--- config.mk ---
export PLATFORM = sky130hd
export DESIGN_NAME = compuertas_bist
export DESIGN_NICKNAME = d
export VERILOG_FILES = /design/src/rtl/compuertas_pkg.sv /design/src/rtl/compuertas_bist_settle_timer.sv /design/src/rtl/compuertas_bist.sv
export SDC_FILE = /design/constraint.sdc
export NUM_CORES = 1
export LEC_CHECK = 0
export CORE_ASPECT_RATIO = 0.5
export CORE_MARGIN = 8
export CORE_UTILIZATION = 34
export CTS_CLUSTER_SIZE = 16
export DETAILED_ROUTE_END_ITERATION = 10
export GPL_TIMING_DRIVEN = 0
export PLACE_DENSITY = 0.62
export SKIP_LAST_GASP = 1
export SYNTH_ARGS = -nofsm -noshare
export SYNTH_HDL_FRONTEND = slang
export SYNTH_SLANG_ARGS = --single-unit
--- constraint.sdc ---
create_clock -name clk -period 2.44 [get_ports clk]
set_clock_uncertainty 0.2 [all_clocks]
set_input_delay 0.488 -clock clk [delete_from_list [all_inputs] [get_ports clk]]
set_output_delay 0.488 -clock clk [all_outputs]
set_load 0.02 [all_outputs]
--- src/rtl/compuertas_pkg.sv ---
// -----------------------------------------------------------------------------
// compuertas_pkg
// Shared definitions for the compuertas_bist self-test block:
//   - FSM state encoding (IDLE=0, DRIVE=1, SETTLE=2, SAMPLE=3, DONE=4, 3 bits)
//   - number of input vectors exercised on the 3-input gate block
//   - default golden truth tables (S1 = A&B, S2 = B|C), indexed by {A,B,C}
//   - helper that sizes the settle down-counter
// No ports (package).
// -----------------------------------------------------------------------------
package compuertas_pkg;

  localparam logic [2:0] ST_IDLE_ENC   = 3'd0;
  localparam logic [2:0] ST_DRIVE_ENC  = 3'd1;
  localparam logic [2:0] ST_SETTLE_ENC = 3'd2;
  localparam logic [2:0] ST_SAMPLE_ENC = 3'd3;
  localparam logic [2:0] ST_DONE_ENC   = 3'd4;

  typedef enum logic [2:0] {
    ST_IDLE   = ST_IDLE_ENC,
    ST_DRIVE  = ST_DRIVE_ENC,
    ST_SETTLE = ST_SETTLE_ENC,
    ST_SAMPLE = ST_SAMPLE_ENC,
    ST_DONE   = ST_DONE_ENC
  } state_t;

  localparam int unsigned NUM_VECTORS = 8;
  localparam logic [2:0]  LAST_IDX    = 3'd7;

  // Golden tables, bit i corresponds to input vector {A,B,C} == i.
  localparam logic [7:0] EXP_S1_DEFAULT = 8'b1100_0000;  // A & B
  localparam logic [7:0] EXP_S2_DEFAULT = 8'b1110_1110;  // B | C

  // Settle counter width: enough to hold SETTLE_CYCLES, never below 1 bit.
  function automatic int unsigned timer_width(input int unsigned settle);
    int unsigned w;
    w = $clog2(settle + 1);
    if (w < 1) begin
      w = 1;
    end else begin
      w = w;
    end
    return w;
  endfunction

endpackage : compuertas_pkg

--- src/rtl/compuertas_bist_settle_timer.sv ---
// -----------------------------------------------------------------------------
// settle_timer
// Loadable down-counter used to hold the BIST in SETTLE for a fixed number of
// cycles after a new vector is applied.
// Ports:
//   clk       in   system clock, rising edge
//   rst       in   asynchronous active-high reset
//   load      in   load load_val (takes priority over en)
//   en        in   decrement by one
//   load_val  in   W-bit reload value
//   last      out  counter currently holds 1 (final settle cycle)
// -----------------------------------------------------------------------------
module settle_timer #(
  parameter int unsigned W = 2
) (
  input  logic         clk,
  input  logic         rst,
  input  logic         load,
  input  logic         en,
  input  logic [W-1:0] load_val,
  output logic         last
);

  logic [W-1:0] r_count;

  // Counter register: reload on load, otherwise count down while enabled.
  always_ff @(posedge clk or posedge rst) begin
    if (rst) begin
      r_count <= '0;
    end else if (load) begin
      r_count <= load_val;
    end else if (en) begin
      r_count <= r_count - W'(1);
    end else begin
      r_count <= r_count;
    end
  end

  assign last = (r_count == W'(1));

endmodule : settle_timer

--- src/rtl/compuertas_bist.sv ---
// -----------------------------------------------------------------------------
// compuertas_bist
// Built-in self-test for the 3-input / 2-output gate block. Walks all eight
// {A,B,C} vectors, waits SETTLE_CYCLES after each, samples S1/S2 and compares
// against the golden tables. Reports mismatch count, pass/fail and the first
// failing vector.
//
// Optional feature macro: COMPUERTAS_BIST_FAIL_MASK_EN
//   When defined, adds output fail_mask[7:0] with one bit per failing vector.
//
// Ports:
//   clk, rst           clock (rising edge) / async active-high reset
//   start              begin a run (honoured only in IDLE or DONE)
//   s1_in, s2_in       outputs of the gate block under test (synchronous)
//   a_out,b_out,c_out  drive gate block inputs A, B, C
//   busy               high in DRIVE, SETTLE, SAMPLE
//   done               high in DONE until next accepted start or reset
//   pass               valid with done: 1 iff err_count == 0
//   err_count[3:0]     number of mismatching vectors (0..8)
//   first_fail_idx[2:0], first_fail_valid   first mismatching vector
//   fail_mask[7:0]     (macro only) per-vector mismatch flags
// -----------------------------------------------------------------------------
module compuertas_bist
  import compuertas_pkg::*;
#(
  parameter int unsigned SETTLE_CYCLES = 2,
  parameter logic [7:0]  EXP_S1        = EXP_S1_DEFAULT,
  parameter logic [7:0]  EXP_S2        = EXP_S2_DEFAULT
) (
  input  logic       clk,
  input  logic       rst,
  input  logic       start,
  input  logic       s1_in,
  input  logic       s2_in,
  output logic       a_out,
  output logic       b_out,
  output logic       c_out,
  output logic       busy,
  output logic       done,
  output logic       pass,
  output logic [3:0] err_count,
  output logic [2:0] first_fail_idx,
  output logic       first_fail_valid
`ifdef COMPUERTAS_BIST_FAIL_MASK_EN
  ,
  output logic [7:0] fail_mask
`endif
);

  localparam int unsigned TW          = timer_width(SETTLE_CYCLES);
  localparam bit          SKIP_SETTLE = (SETTLE_CYCLES == 0);

  state_t      r_state;
  state_t      w_state_next;
  logic [2:0]  r_idx;
  logic [2:0]  r_abc;
  logic        r_busy;
  logic        r_done;
  logic        r_pass;
  logic [3:0]  r_err_count;
  logic [2:0]  r_first_fail_idx;
  logic        r_first_fail_valid;

  logic        w_start_acc;
  logic        w_sample_exit;
  logic        w_timer_load;
  logic        w_timer_en;
  logic        w_timer_last;
  logic        w_mismatch;
  logic [3:0]  w_err_next;
  logic        w_busy_next;

  settle_timer #(
    .W (TW)
  ) u_settle_timer (
    .clk      (clk),
    .rst      (rst),
    .load     (w_timer_load),
    .en       (w_timer_en),
    .load_val (TW'(SETTLE_CYCLES)),
    .last     (w_timer_last)
  );

  assign w_mismatch = (s1_in != EXP_S1[r_idx]) | (s2_in != EXP_S2[r_idx]);
  // Error count including the vector being sampled now; used for pass on the last vector.
  assign w_err_next = r_err_count + {3'b000, w_mismatch};

  // State register.
  always_ff @(posedge clk or posedge rst) begin
    if (rst) begin
      r_state <= ST_IDLE;
    end else begin
      r_state <= w_state_next;
    end
  end

  // Next-state decode and per-state control strobes.
  always_comb begin
    w_state_next  = r_state;
    w_start_acc   = 1'b0;
    w_sample_exit = 1'b0;
    w_timer_load  = 1'b0;
    w_timer_en    = 1'b0;
    case (r_state)
      ST_IDLE, ST_DONE: begin
        if (start) begin
          w_state_next = ST_DRIVE;
          w_start_acc  = 1'b1;
        end else begin
          w_state_next = r_state;
        end
      end
      ST_DRIVE: begin
        w_timer_load = 1'b1;
        if (SKIP_SETTLE) begin
          w_state_next = ST_SAMPLE;
        end else begin
          w_state_next = ST_SETTLE;
        end
      end
      ST_SETTLE: begin
        w_timer_en = 1'b1;
        if (w_timer_last) begin
          w_state_next = ST_SAMPLE;
        end else begin
          w_state_next = ST_SETTLE;
        end
      end
      ST_SAMPLE: begin
        w_sample_exit = 1'b1;
        if (r_idx == LAST_IDX) begin
          w_state_next = ST_DONE;
        end else begin
          w_state_next = ST_DRIVE;
        end
      end
      default: begin
        w_state_next = ST_IDLE;
      end
    endcase
  end

  // busy is registered from the next state so it lines up with the state register.
  always_comb begin
    w_busy_next = 1'b0;
    case (w_state_next)
      ST_DRIVE, ST_SETTLE, ST_SAMPLE: w_busy_next = 1'b1;
      default:                        w_busy_next = 1'b0;
    endcase
  end

  // Status register for busy.
  always_ff @(posedge clk or posedge rst) begin
    if (rst) begin
      r_busy <= 1'b0;
    end else begin
      r_busy <= w_busy_next;
    end
  end

  // Vector index, DUT drive and result registers.
  always_ff @(posedge clk or posedge rst) begin
    if (rst) begin
      r_idx              <= 3'd0;
      r_abc              <= 3'd0;
      r_done             <= 1'b0;
      r_pass             <= 1'b0;
      r_err_count        <= 4'd0;
      r_first_fail_idx   <= 3'd0;
      r_first_fail_valid <= 1'b0;
    end else if (w_start_acc) begin
      r_idx              <= 3'd0;
      r_abc              <= 3'd0;
      r_done             <= 1'b0;
      r_pass             <= 1'b0;
      r_err_count        <= 4'd0;
      r_first_fail_idx   <= 3'd0;
      r_first_fail_valid <= 1'b0;
    end else if (w_sample_exit) begin
      r_err_count <= w_err_next;
      if (w_mismatch && !r_first_fail_valid) begin
        r_first_fail_idx   <= r_idx;
        r_first_fail_valid <= 1'b1;
      end else begin
        r_first_fail_idx   <= r_first_fail_idx;
        r_first_fail_valid <= r_first_fail_valid;
      end
      if (r_idx == LAST_IDX) begin
        r_done <= 1'b1;
        r_pass <= (w_err_next == 4'd0);
        r_idx  <= r_idx;
        r_abc  <= r_abc;
      end else begin
        // The new vector is applied on the same edge that enters DRIVE.
        r_idx  <= r_idx + 3'd1;
        r_abc  <= r_idx + 3'd1;
        r_done <= r_done;
        r_pass <= r_pass;
      end
    end else begin
      r_idx              <= r_idx;
      r_abc              <= r_abc;
      r_done             <= r_done;
      r_pass             <= r_pass;
      r_err_count        <= r_err_count;
      r_first_fail_idx   <= r_first_fail_idx;
      r_first_fail_valid <= r_first_fail_valid;
    end
  end

`ifdef COMPUERTAS_BIST_FAIL_MASK_EN
  logic [7:0] r_fail_mask;

  // Per-vector mismatch flags, cleared on each accepted start.
  always_ff @(posedge clk or posedge rst) begin
    if (rst) begin
      r_fail_mask <= 8'd0;
    end else if (w_start_acc) begin
      r_fail_mask <= 8'd0;
    end else if (w_sample_exit && w_mismatch) begin
      r_fail_mask[r_idx] <= 1'b1;
    end else begin
      r_fail_mask <= r_fail_mask;
    end
  end

  assign fail_mask = r_fail_mask;
`endif

  assign a_out            = r_abc[2];
  assign b_out            = r_abc[1];
  assign c_out            = r_abc[0];
  assign busy             = r_busy;
  assign done             = r_done;
  assign pass             = r_pass;
  assign err_count        = r_err_count;
  assign first_fail_idx   = r_first_fail_idx;
  assign first_fail_valid = r_first_fail_valid;

endmodule : compuertas_bist

==> results.rst, run 1 <==
.. list-table::
   :header-rows: 1

   * - Metric
     - Value
   * - Seq pwr share
     - 0.344
   * - Number of filler instances in the final layout
     - about 270
   * - Maximum clock path buffer count
     - 2
   * - Final number of max-transition violations
     - 0
   * - Result of the run
     - finished clean
   * - Post-Syn Nets
     - ~110
   * - Aggregate global routing overflow
     - 0
   * - Count of cells along the worst hold path
     - 1
   * - Count of placed standard cells in the final layout, fillers left out
     - 159
   * - Class of the worst hold path
     - register to register
   * - Total global-route track usage
     - 0.0915
   * - Worst Setup End Kind
     - register
   * - Hold bufs inserted after CTS
     - 0
   * - Post-route setup slack
     - 0.0845 ns
   * - Vias in the first global route
     - around 750
   * - Hold wc startpoint
     - u_settle_timer.r_count[1]
   * - Cell area after synthesis
     - roughly 990 um^2
   * - Setup_tns
     - 0 ns
   * - Worst path arrival time
     - 2.34 ns
   * - Final-report setup violation count
     - 0
   * - First-pass GRT wire length
     - 3570 um
   * - Detailed-placement wirelength estimate
     - 1530 um
   * - Leading post-synthesis cells by cell area
     - dfrtp_1, ha_1, nand2_1, mux2i_1, inv_1
   * - Fraction of layout instances using a drive strength above 1
     - 0.164
   * - Power per standard cell area
     - 1120 mW/mm^2
   * - Via count normalized by instance count
     - 4.85
   * - Synth Instances
     - 96
   * - Average footprint of a synthesized cell
     - 10.3 um^2
   * - Slew at the pin closest to its max-slew limit
     - 0.742 ns
   * - Register Area
     - 477 um^2
   * - Final ANT Viol Nets
     - 0
   * - Worst min-delay path endpoint
     - u_settle_timer.r_count[1]
   * - Count of endpoints failing hold in the final timing report
     - 0
   * - # port buffers
     - 18
   * - Slack of the worst reg-to-reg path
     - about 0.10 ns
   * - Area used by multi-input combinational logic
     - 470 um^2
   * - Critical path data required time
     - 2.43 ns
   * - Detailed Route WL
     - 2150 um
   * - Critical path class
     - primary input to register
   * - Comb pwr share
     - 0.505
   * - Antenna diode count
     - 0
   * - Site row count
     - 13
   * - Gp weighted congestion
     - 0.815
   * - Length of the first detailed-routing pass in iterations
     - 4
   * - Clock share of power
     - 0.150
   * - Period utilisation layout
     - 0.965
   * - Vias after detailed routing
     - slightly below 800
   * - Internal power
     - 0.000879 W
   * - Initial standard-cell utilization of the core
     - 0.369
   * - Remaining DRCs
     - 0
   * - Async set or reset register ratio after synthesis
     - 1.00
   * - Largest area contributor in the synthesized netlist
     - dfrtp_1
   * - Slew HR
     - 0.505
   * - Num CTS Buffers
     - 3
   * - Switching power share of the total
     - 0.399
   * - Antenna violations before repair
     - 0
   * - Source-to-sink clock delay at the later pin of the worst-skew pair
     - 0.26 ns
   * - Worst hold slack across all endpoints
     - 0.322 ns
   * - Core Footprint
     - 0.00268 mm^2
   * - Die Span X
     - 92.4 um
   * - Net count reported at finish
     - 134
   * - Fraction of post-synthesis cell area in the top cell type by area
     - 0.480
   * - Maximum number of pins on one net before global-route repair
     - 20
   * - Die area
     - roughly 0.0050 mm^2
   * - Root buffer cell
     - clkbuf_8
   * - Clock edge transition at the registers on the reported setup and hold paths
     - about 0.07 ns
   * - Most frequent cells after synthesis
     - dfrtp_1, nand2_1, inv_1
   * - Count of synthesis-stage warnings from yosys
     - 0
   * - Number of cells on the worst reg-to-reg path
     - 8
   * - Seq cells post-synth
     - 19
   * - Area growth from synthesis to final layout
     - 32.1%
   * - Clock tree sinks
     - 19
   * - Top-count cell post-synth
     - dfrtp_1
   * - CTS tree
     - done
   * - Worst Setup Start Kind
     - primary input
   * - Minimum clock period
     - approximately 2.4 ns
   * - Worst r2r dst
     - pass
   * - Routed len/inst
     - 13.5 um
   * - RR Startpoint
     - r_abc[0]
   * - I/O pin total
     - 19
   * - Static Leak
     - about 0.65 nW
   * - Net switching power
     - 0.000585 W
   * - Number of maximum-capacitance violations
     - 0
   * - Max Clock Freq
     - 425 MHz
   * - Critical path fanouts, max
     - 2
   * - H-Tree Depth
     - 1
   * - Unrepaired setup endpoints after global routing
     - false
   * - Share of synthesized area occupied by flip-flops and latches
     - 0.480
   * - Starting DRT DRC Count
     - between 40 and 50
   * - Peak VDD IR
     - between 400 and 500 uV
   * - Height of the die
     - 54.2 um
   * - Number of enable-type register cells in the synthesized netlist
     - 0
   * - Number of placed instances with taps included
     - 151
   * - Worst slack after detailed placement
     - -0.256 ns
   * - Utilization after layout
     - 0.488
   * - Post-synth cell types
     - 28
   * - Most used flip-flop cell after synthesis
     - dfrtp_1
==> cell type report <==
type,count,area share
clock buffers,4,0.0344
inverters,7,0.0201
repair buffers,22,0.163
plain buffers,5,0.0239
well taps,37,0.0354
flip-flops and latches,19,0.364
multi-input cells,65,0.359
==> cells by family (layout without fill, tap and decap cells) <==
group,count (synthesis),in the layout,share of synthesized area
AOI/OAI and AO/OA,21,21,0.139
xor gates and xnor gates,4,4,0.0354
adders and majority gates,6,6,0.0758
buffers and inverters,12,38,0.0581
DFF,19,19,0.480
muxes,4,4,0.0404
and+or+nand+nor,30,30,0.172
==> power by group through the flow <==
stage	logic [W]	clock network, W	registers [W]
after CTS	0.000693	0.000225	0.000507
after global placement	0.000687	0	0.000507
final	0.000739	0.000220	0.000504
after detailed placement	0.000694	0	0.000509
after global routing	0.000819	0.000247	0.000519
after floorplan	0.000373	0	0.000580
==> per-stage QoR <==
stage          instance area, um^2  power, W
6_report                      1310   0.00146
5_1_grt                       1310   0.00158
4_1_cts                       1260   0.00142
3_5_place_dp                  1220   0.00120
3_3_place_gp                  1220   0.00119
2_1_floorplan                  991  0.000952
==> cells in the final DEF, fill, tap and decap left out, drive strengths merged <==
cell type	Yosys	layout
nor2	3	3
inv	7	7
xor2	2	2
and4bb	1	1
o22a	1	1
dlymetal6s2s	0	1
o221ai	1	1
xnor2	2	2
or4	1	1
a22o	3	3
nand2	14	14
o21ai	8	8
nor3	2	2
o41ai	1	1
mux2i	4	4
nand3b	1	1
nand2b	2	2
a21oi	5	5
ha	6	6
a311o	1	1
nand4b	1	1
or3b	1	1
a21bo	1	1
and3b	1	1
buf	5	9
nand3	3	3
clkdlybuf4s50	0	17
dfrtp	19	19
clkbuf	0	4
==> critical path, stage by stage <==
cell	delay, ns
clkdlybuf4s50_1	0.47
a21bo_1	0.22
nand3_1	0.09
ha_2	0.19
ha_1	0.23
or4_1	0.52
o21ai_1	0.14
==> registers in the layout, indices dropped and copies added, names as in the netlist <==
register                flops
done                        1
first_fail_valid            1
r_abc                       3
r_state                     3
u_settle_timer.r_count      2
pass                        1
busy                        1
err_count                   4
first_fail_idx              3
==> repair_timing <==
item,4_1_cts,5_1_grt
buffers inserted,0,4
pin swaps,0,4
resized for setup,1,6
setup endpoints to repair,1,1
cloned,0,0
==> worst max path at each step <==
| stage | startpoint | to | slack, ns | cells after the start |
|---|---|---|---|---|
| floorplan | r_abc[1] | pass | 0.05 | 8 |
| global placement | s2_in | pass | -0.26 | 7 |
| detailed placement | s2_in | pass | -0.26 | 7 |
| CTS | r_abc[1] | pass | 0.005 | 8 |
| global route | r_abc[1] | pass | 0.009 | 8 |
| finish | s1_in | pass | 0.08 | 7 |
==> layer usage <==
metal  GRT usage  share of wire  vias up
met1       0.116           0.51      369
met3      0.0332          0.031        4
met5           0              0        -
li1            -              -      383
met2       0.140           0.44       15
met4      0.0396          0.016        0
(Power assumes the default switching activity.)
==> inputs of run 2 (changes only) <==
Settings changed: ABC_AREA set to 1.
Clock period 2.44 ns to 2.75 ns, I/O delays scaled along.
==> run 2 against run 1 <==
Against the previous run:
- flip-flop and latch count stayed put
- via count is 2.7% lower
- register-to-register slack better by 0.50 ns
- largest cell class unchanged
==> results.rst, run 2 <==
.. list-table::
   :header-rows: 1

   * - Metric
     - Value
   * - Post-Syn Nets
     - 123
   * - Length of the first detailed-routing pass in iterations
     - 4
   * - Starting DRT DRC Count
     - 18
   * - Setup_tns
     - 0 ns
   * - Fraction of the mapped netlist area in simple logic gates
     - 0.257
   * - Top-count cell post-synth
     - nand2_1
   * - Net count reported at finish
     - 146
   * - Post-synth cell types
     - 22
   * - Slack of the worst reg-to-reg path
     - about 0.60 ns
   * - Flip-flop count of the largest register after layout
     - 4
   * - Synth Instances
     - about 110
   * - # port buffers
     - 18
   * - Most frequent cells after synthesis
     - nand2_1, dfrtp_1, inv_1
   * - Initial standard-cell utilization of the core
     - 0.368
   * - Post-Synth Adder-Cell Area
     - 0.0759
   * - Antenna diode count
     - 0
   * - CTS tree
     - done
   * - Via count normalized by instance count
     - 4.39
   * - Largest family of logic cells by synthesized area
     - simple AND/OR/NAND/NOR gates
   * - Gp weighted congestion
     - around 0.80
   * - Number of maximum-capacitance violations
     - 0
   * - Most used flip-flop cell after synthesis
     - dfrtp_1
   * - RR Startpoint
     - r_abc[1]
   * - Most crowded layer after global routing
     - met2
   * - Worst path arrival time
     - roughly 2.2 ns
   * - Class of the worst hold path
     - register to register
   * - Height of the die
     - around 54 um
   * - Core Footprint
     - 0.00268 mm^2
   * - Fraction of layout instances using a drive strength above 1
     - 0.157
   * - Maximum clock path buffer count
     - 2
   * - Seq pwr share
     - 0.364
   * - I/O pin total
     - 19
   * - Static Leak
     - 0.664 nW
   * - Largest area contributor in the synthesized netlist
     - dfrtp_1
   * - Critical path data required time
     - ~2.7 ns
   * - Leading post-synthesis cells by cell area
     - dfrtp_1, nand2_1, ha_1, nand3_1, inv_1
   * - Seq cells post-synth
     - 19
   * - Number of filler instances in the final layout
     - 259
   * - Worst Setup Start Kind
     - primary input
   * - Async set or reset register ratio after synthesis
     - 1.00
   * - Clock tree sinks
     - 19
   * - Number of instances resized during post-cts repair
     - 0
   * - Clock share of power
     - 0.158
   * - Detailed-placement wirelength estimate
     - 1450 um
   * - Final ANT Viol Nets
     - 0
   * - Antenna violations before repair
     - 0
   * - GR met2 Demand/Resource
     - 0.119
   * - Remaining DRCs
     - 0
   * - Number of enable-type register cells in the synthesized netlist
     - 0
   * - Area fraction in compound gates after synthesis
     - 0.0772
   * - Switching power share of the total
     - 0.423
   * - Source of the critical timing path
     - s1_in
   * - Share of synthesized area occupied by flip-flops and latches
     - 0.481
   * - Vias after detailed routing
     - 750
   * - Die area
     - 0.00499 mm^2
   * - Count of endpoints failing hold in the final timing report
     - 0
   * - Average footprint of a synthesized cell
     - 8.83 um^2
   * - Count of synthesis-stage warnings from yosys
     - 0
   * - Minimum clock period
     - 2.19 ns
   * - Critical path class
     - primary input to register
   * - Slew HR
     - 0.525
   * - Period utilisation layout
     - 0.795
   * - Net switching power
     - 0.000518 W
   * - Area growth from synthesis to final layout
     - 27.6%
   * - Peak VDD IR
     - 395 uV
   * - Routed len/inst
     - 10.9 um
   * - Hold wc startpoint
     - first_fail_idx[0]
   * - Unrepaired setup endpoints after global routing
     - false
   * - Fraction of post-synthesis cell area in the top cell type by area
     - 0.481
   * - Max Clock Freq
     - between 400 and 500 MHz
   * - Worst Setup End Kind
     - register
   * - Comb pwr share
     - 0.478
   * - Num CTS Buffers
     - 3
   * - Root buffer cell
     - clkbuf_8
   * - Met3 layer usage reported by global route
     - 0.0319
   * - Source-to-sink clock delay at the later pin of the worst-skew pair
     - ~0.26 ns
   * - Commonest non-fill, non-tap cells in the layout
     - nand2_1, dfrtp_1, clkdlybuf4s50_1
   * - Detailed Route WL
     - 1870 um
   * - Hold bufs inserted after CTS
     - 0
   * - Slew at the pin closest to its max-slew limit
     - 0.711 ns
   * - Total global-route track usage
     - 0.0764
   * - Total power
     - roughly 0.0012 W
   * - Maximum number of pins on one net before global-route repair
     - 20
   * - Most frequent standard cell in the layout excluding fill and tap cells
     - nand2_1
   * - First-pass GRT wire length
     - slightly below 3000 um
   * - Final number of max-transition violations
     - 0
   * - Internal power
     - ~0.00071 W
   * - Worst r2r dst
     - pass
   * - Power per standard cell area
     - slightly below 1000 mW/mm^2
   * - Cell area after synthesis
     - slightly below 0.001 mm^2
   * - Count of cells along the worst hold path
     - 2
   * - Site row count
     - 13
   * - Worst min-delay path endpoint
     - first_fail_idx[0]
   * - Die Span X
     - between 90 and 100 um
   * - Critical path fanouts, max
     - 6
   * - H-Tree Depth
     - 1
   * - Share of the synthesized netlist area taken by xor and xnor gates
     - 0.0177
   * - Global-route track usage on met1
     - 0.0933
   * - Vias in the first global route
     - 668
   * - Clock edge transition at the registers on the reported setup and hold paths
     - 0.07 ns
   * - Result of the run
     - finished clean
   * - Multiplexer fraction of the synthesized cell area
     - 0
   * - Post-CTS setup buffer count
     - 0
   * - Aggregate global routing overflow
     - 0
   * - Number of cells on the worst reg-to-reg path
     - 13
   * - Final-report setup violation count
     - 0
run 2: cell count changes after synthesis, moves of 5 or more:
cell     before  now
a21oi_1       5    0
inv_1         7   14
nand2_1      14   26
nand2_2       0    5
nand3_1       3   12
run 2: worst max path at each step:
stage           end  cells after the start
2_1_floorplan  pass                     13
3_3_place_gp   pass                     11
3_5_place_dp   pass                     11
4_1_cts        pass                     11
5_1_grt        pass                     13
6_report       pass                     11
run 2: layout make-up:
| cell class | count | area (um^2) | area share |
|---|---|---|---|
| Sequential cell | 19 | 475 | 0.377 |
| Multi-Input combinational cell | 72 | 423 | 0.335 |
| Timing Repair Buffer | 18 | 180 | 0.143 |
| Inverter | 20 | 78.8 | 0.0625 |
| Tap cell | 37 | 46.3 | 0.0367 |
| Clock buffer | 3 | 41.3 | 0.0327 |
| Buffer | 1 | 11.3 | 0.00893 |
| Clock inverter | 1 | 5.00 | 0.00397 |
run 2: layer usage:
metal,wire [um],vias up
met5,0,-
met4,14,0
met3,75,2
met2,842,10
met1,936,335
li1,-,403
run 2: kinds of logic (layout without fill, tap and decap cells):
| family | count (synthesis) | count (layout) |
|---|---|---|
| buffers and inverters | 21 | 43 |
| adder cells (fa/ha/maj) | 6 | 6 |
| AO/OA/AOI/OAI | 13 | 13 |
| flip-flops | 19 | 19 |
| AND/OR/NAND/NOR | 51 | 51 |
| XOR/XNOR | 2 | 2 |
run 2: worst max-delay path, cell delays in order:
cell and delay, ns:
clkdlybuf4s50_1 0.48, nand3_1 0.08, nand2_1 0.09, nand2_2 0.09, ha_1 0.21, ha_1 0.27, inv_1 0.06, nand2_1 0.05
nor2_1 0.10, nand2_1 0.08, a21oi_2 0.12
run 2: power by group through the flow:
stage | Clock, W | Sequential, W | Combinational (W)
detailed placement | 0 | 0.000451 | 0.000589
floorplan | 0 | 0.000510 | 0.000323
global placement | 0 | 0.000450 | 0.000580
finish | 0.000194 | 0.000446 | 0.000585
global route | 0.000214 | 0.000459 | 0.000656
CTS | 0.000205 | 0.000447 | 0.000595
run 2: metrics by stage:
step | hold WS (ns) | cell area [um^2] | setup slack, ns | std cells | utilization
after floorplan | 0.264 | 988 | 0.648 | 112 | -
after global placement | 0.259 | 1210 | 0.307 | 167 | 0.453
after detailed placement | 0.262 | 1210 | 0.304 | 167 | 0.453
after CTS | 0.281 | 1260 | 0.565 | 171 | 0.470
after global routing | 0.307 | 1260 | 0.398 | 171 | 0.470
final | 0.274 | 1260 | 0.564 | 171 | 0.470
